<file path="config.mk">
export PLATFORM = sky130hd
export DESIGN_NAME = wfi_wake_ctrl
export DESIGN_NICKNAME = d
export VERILOG_FILES = /design/src/rtl/wfi_wake_ctrl.sv
export SDC_FILE = /design/constraint.sdc
export NUM_CORES = 1
export LEC_CHECK = 0
export ABC_AREA = 1
export CAP_MARGIN = 15
export CORE_AREA = 2 2 39 41
export DETAILED_ROUTE_END_ITERATION = 6
export DIE_AREA = 0 0 41 43
export PLACE_DENSITY = 0.56
export SYNTH_ARGS = -nofsm -noshare
export SYNTH_HDL_FRONTEND = slang
export SYNTH_SLANG_ARGS = --single-unit
</file>
<file path="constraint.sdc">
create_clock -name clk -period 1.5 [get_ports clk]
set_input_delay 0.3 -clock clk [delete_from_list [all_inputs] [get_ports clk]]
set_output_delay 0.3 -clock clk [all_outputs]
set_load 0.02 [all_outputs]
</file>
<file path="src/rtl/wfi_wake_ctrl.sv">
// WFI sleep/wake controller: parks the pipeline on a retiring WFI until an enabled interrupt is pending.
// Optional build macro WFI_TIMEOUT_EN adds a bounded-sleep counter with timeout_cycles/timed_out ports.
module wfi_wake_ctrl #(
  parameter int NUM_IRQ       = 4,
  parameter int TIMEOUT_WIDTH = 16,
  localparam int CAUSE_W      = (NUM_IRQ > 1) ? $clog2(NUM_IRQ) : 1
) (
  input  logic                     clk,
  input  logic                     rst,
  input  logic                     wfi_valid,
  output logic                     wfi_ready,
  input  logic                     flush,
  input  logic [NUM_IRQ-1:0]       irq_pending,
  input  logic [NUM_IRQ-1:0]       irq_enable,
  input  logic                     global_ie,
  output logic                     stall,
  output logic                     sleeping,
  output logic                     wake,
  output logic                     wake_is_irq,
`ifdef WFI_TIMEOUT_EN
  input  logic [TIMEOUT_WIDTH-1:0] timeout_cycles,
  output logic                     timed_out,
`endif
  output logic [CAUSE_W-1:0]       wake_cause
);

  typedef enum logic [1:0] {
    IDLE  = 2'b00,
    SLEEP = 2'b01,
    WAKE  = 2'b10
  } state_t;

  state_t               state_r;
  state_t               state_s;
  logic                 hit_s;
  logic                 timeout_wake_s;
  logic [NUM_IRQ-1:0]   active_s;
  logic [CAUSE_W-1:0]   wake_cause_r;
  logic                 wake_is_irq_r;
  logic                 timed_out_r;

  // Lowest set bit wins: scan downward so the last assignment is the smallest index.
  function automatic logic [CAUSE_W-1:0] lowest_index(input logic [NUM_IRQ-1:0] vec);
    logic [CAUSE_W-1:0] idx;
    idx = '0;
    for (int i = NUM_IRQ - 1; i >= 0; i--) begin
      if (vec[i]) begin
        idx = CAUSE_W'(i);
      end else begin
        idx = idx;
      end
    end
    return idx;
  endfunction

  assign active_s = irq_pending & irq_enable;
  assign hit_s    = |active_s;

`ifdef WFI_TIMEOUT_EN
  logic [TIMEOUT_WIDTH-1:0] count_r;
  logic                     count_expired_s;

  assign count_expired_s = (count_r == TIMEOUT_WIDTH'(1));

  // Sleep bound counter; a zero load never reaches 1, so sleep is unbounded.
  always_ff @(posedge clk) begin
    if (rst) begin
      count_r <= '0;
    end else if (!flush && (state_r == IDLE) && (state_s == SLEEP)) begin
      count_r <= timeout_cycles;
    end else if ((state_r == SLEEP) && (count_r != '0)) begin
      count_r <= count_r - TIMEOUT_WIDTH'(1);
    end else begin
      count_r <= count_r;
    end
  end
`else
  logic count_expired_s;
  assign count_expired_s = 1'b0;
`endif

  // Next-state decode; flush overrides every other condition.
  always_comb begin
    state_s        = state_r;
    timeout_wake_s = 1'b0;
    if (flush) begin
      state_s = IDLE;
    end else begin
      case (state_r)
        IDLE: begin
          if (wfi_valid) begin
            state_s = hit_s ? WAKE : SLEEP;
          end else begin
            state_s = IDLE;
          end
        end
        SLEEP: begin
          if (hit_s) begin
            state_s = WAKE;
          end else if (count_expired_s) begin
            state_s        = WAKE;
            timeout_wake_s = 1'b1;
          end else begin
            state_s = SLEEP;
          end
        end
        WAKE:    state_s = IDLE;
        default: state_s = IDLE;
      endcase
    end
  end

  // State register.
  always_ff @(posedge clk) begin
    if (rst) begin
      state_r <= IDLE;
    end else begin
      state_r <= state_s;
    end
  end

  // Wake report is captured only on entry to WAKE and held until the next entry.
  always_ff @(posedge clk) begin
    if (rst) begin
      wake_cause_r  <= '0;
      wake_is_irq_r <= 1'b0;
      timed_out_r   <= 1'b0;
    end else if (state_s == WAKE) begin
      wake_cause_r  <= lowest_index(active_s);
      wake_is_irq_r <= global_ie & ~timeout_wake_s;
      timed_out_r   <= timeout_wake_s;
    end else begin
      wake_cause_r  <= wake_cause_r;
      wake_is_irq_r <= wake_is_irq_r;
      timed_out_r   <= timed_out_r;
    end
  end

  assign wfi_ready   = (state_r == IDLE);
  assign stall       = (state_r != IDLE);
  assign sleeping    = (state_r == SLEEP);
  assign wake        = (state_r == WAKE);
  assign wake_is_irq = wake_is_irq_r;
  assign wake_cause  = wake_cause_r;

`ifdef WFI_TIMEOUT_EN
  assign timed_out = timed_out_r;
`else
  logic unused_timed_out_s;
  assign unused_timed_out_s = timed_out_r;
`endif

endmodule
</file>
==> flow_summary.json <==
{
  "cts_tree": "built",
  "finalCritPeriodShare_pct": 97.20,
  "hold_slack_ns": 0.4644,
  "finalWorstSetupSlack_ns": 0.04194,
  "io_buffer_count": 19,
  "synth_area_um2": 279.0,
  "fmax_ghz": 0.6858,
  "min_period_ns": 1.458,
  "status": "completed",
  "grt_pass1_wl_um": 1104,
  "grt_pass1_vias": 296,
  "mostFrequentLayoutCells": "nand2_1 (13), clkdlybuf4s50_1 (13), nor2_1 (8), inv_1 (5), dfxtp_1 (5)",
  "vdd_drop_max_mv": 0.5898,
  "path_class": "register to output pin",
  "path_clk_slew_ns": 0.04,
  "drc": 0,
  "die-area_um2": 1763,
  "r2r-start": "state_r[1]",
  "path_buf_inv": 1,
  "drt_iter0_drc": 4,
  "min_path_type": "register to register",
  "path_cells": "clkdlybuf4s50_1",
  "postCtsResizedCells": 4,
  "hold_viol": 0,
  "grt_usage_pct": 9.548,
  "drtPass1Iterations": 3,
  "core_area_um2": 1384,
  "ys_types": 12,
  "reg2reg_setup_slack_ns": 0.54,
  "tns_ns": 0,
  "numClockSinks": 5,
  "cts_inserted_buffers": 3,
  "synth_warnings": 0,
  "r2r_cells": 6,
  "r2r_end": "wake_cause[0]",
  "h-tree-depth": 1,
  "grt_setup_unrepaired": "false",
  "synth_area_per_cell_um2": 6.805,
  "grt_overflow_total": 0,
  "power_w": 0.0004082,
  "syn2layout_area_growth_pct": 85.20,
  "clk_latency_ns": 0.24,
  "crit_family": "buffers and inverters",
  "antenna_found_initial": 0,
  "grt_max_degree": 5,
  "setup_violations": 0,
  "cellLeakagePower_nw": 0.2682,
  "max_stage_delay_ns": 0.60,
  "hold_depth": 2,
  "nNetsFinal": 78,
  "vias": 320,
  "die_w_um": 41,
  "wirelength_um": 619,
  "place_ws_ns": 0.06398,
  "ios": 20,
  "cp.arrival_ns": 1.16,
  "fp.dieH_um": 43,
  "row_count": 14,
  "ys_ff_latch": 5,
  "slew_headroom_pct": 84.97,
  "end_kind": "output pin",
  "place_area_um2": 489.2,
  "postCtsSetupRepairBufs": 0,
  "drive_above_1_share_pct": 14.06,
  "ys_seq_area_share_pct": 35.87,
  "routed_via_density": 4.000,
  "initial_core_util_pct": 20.16,
  "n_antenna_cell": 0,
  "cts_buffer_depth": 2,
  "fin_worst_skew_ns": 0.0008805,
  "maxCapViolCount": 0,
  "slowest_stage": "clkdlybuf4s50_1",
  "required_ns": 1.20,
  "gp_congestion": 0.6761,
  "syn_nets": 54,
  "finalMaxSlewViolations": 0,
  "start_kind": "register",
  "worstHoldStart": "wake_cause[1]",
  "worstMarginPinSlew_ns": 0.2233,
  "hold_buffers": 0,
  "dp_hpwl_um": 495.2,
  "cellPowerDensity_nw_per_um2": 790.0,
  "synth_cells": 41,
  "critPathMaxFanout": 2,
  "wire_per_inst_um": 7.738,
  "holdPathEnd": "wake_cause[1]",
  "root_buffer": "clkbuf_4",
  "ant_nets": 0,
  "design_area_um2": 516.7
}
[Yosys cell counts]
library cell  number  area, um^2
nor2_4             3       33.78
o21ai_4            1       16.27
nor3_1             1       5.000
nand2_2            1       6.260
nor2_1             8       30.03
nor4_1             1       6.260
dfxtp_1            5       100.1
a21oi_1            1       5.000
nand2_1           13       48.80
nand3_1            1       5.000
inv_2              1       3.750
inv_1              5       18.77
[layout make-up]
cell class,instances,area (um^2)
sequential,5,100.1
fill,162,867.1
inverter,6,22.52
clock buffer,4,26.28
multi-input combinational,30,156.4
tap,16,20.02
timing repair buffer,19,191.4
[flip-flops by register name, summed over array words and instances (netlist names)]
register     cells
wake_cause       2
wake_is_irq      1
state_r          2
[per-layer routing]
| layer | GRT usage (%) | vias up | wire [um] |
|---|---|---|---|
| li1 | - | 170 | - |
| met1 | 10.32 | 137 | 239 |
| met2 | 13.44 | 13 | 284 |
| met3 | 10.47 | 0 | 95 |
| met4 | 0 | 0 | 0 |
| met5 | 0 | - | 0 |
[worst max-delay path by stage]
| stage | startpoint | endpoint | slack [ns] | cells past startpoint |
|---|---|---|---|---|
| after floorplan | state_r[1] | stall | 0.33 | 2 |
| after global placement | state_r[0] | sleeping | 0.06 | 3 |
| after detailed placement | state_r[0] | sleeping | 0.06 | 3 |
| after CTS | wake_cause[1] | wake_cause[1] | 0.02 | 1 |
| after global routing | state_r[0] | sleeping | 0.003 | 3 |
| final | wake_cause[0] | wake_cause[0] | 0.04 | 1 |
[stage by stage]
step	instances	utilization, %
final	80	37.34
after global routing	80	37.34
after CTS	80	36.89
after detailed placement	76	35.35
after global placement	76	35.35
after floorplan	41	-
[kinds of logic after synthesis]
group | synth area share (%)
DFF | 35.88
and+or+nand+nor | 48.43
AOI/OAI and AO/OA | 7.623
buffers and inverters | 8.071
[power by group]
group | total (W) | switching (W) | leakage, nW | internal, W
Clock | 0.000155 | 0.0000546 | 0.0150 | 0.000101
Sequential | 0.000145 | 0.00000488 | 0.0408 | 0.000141
Combinational | 0.000108 | 0.0000505 | 0.212 | 0.0000571
(Power assumes the default switching activity.)
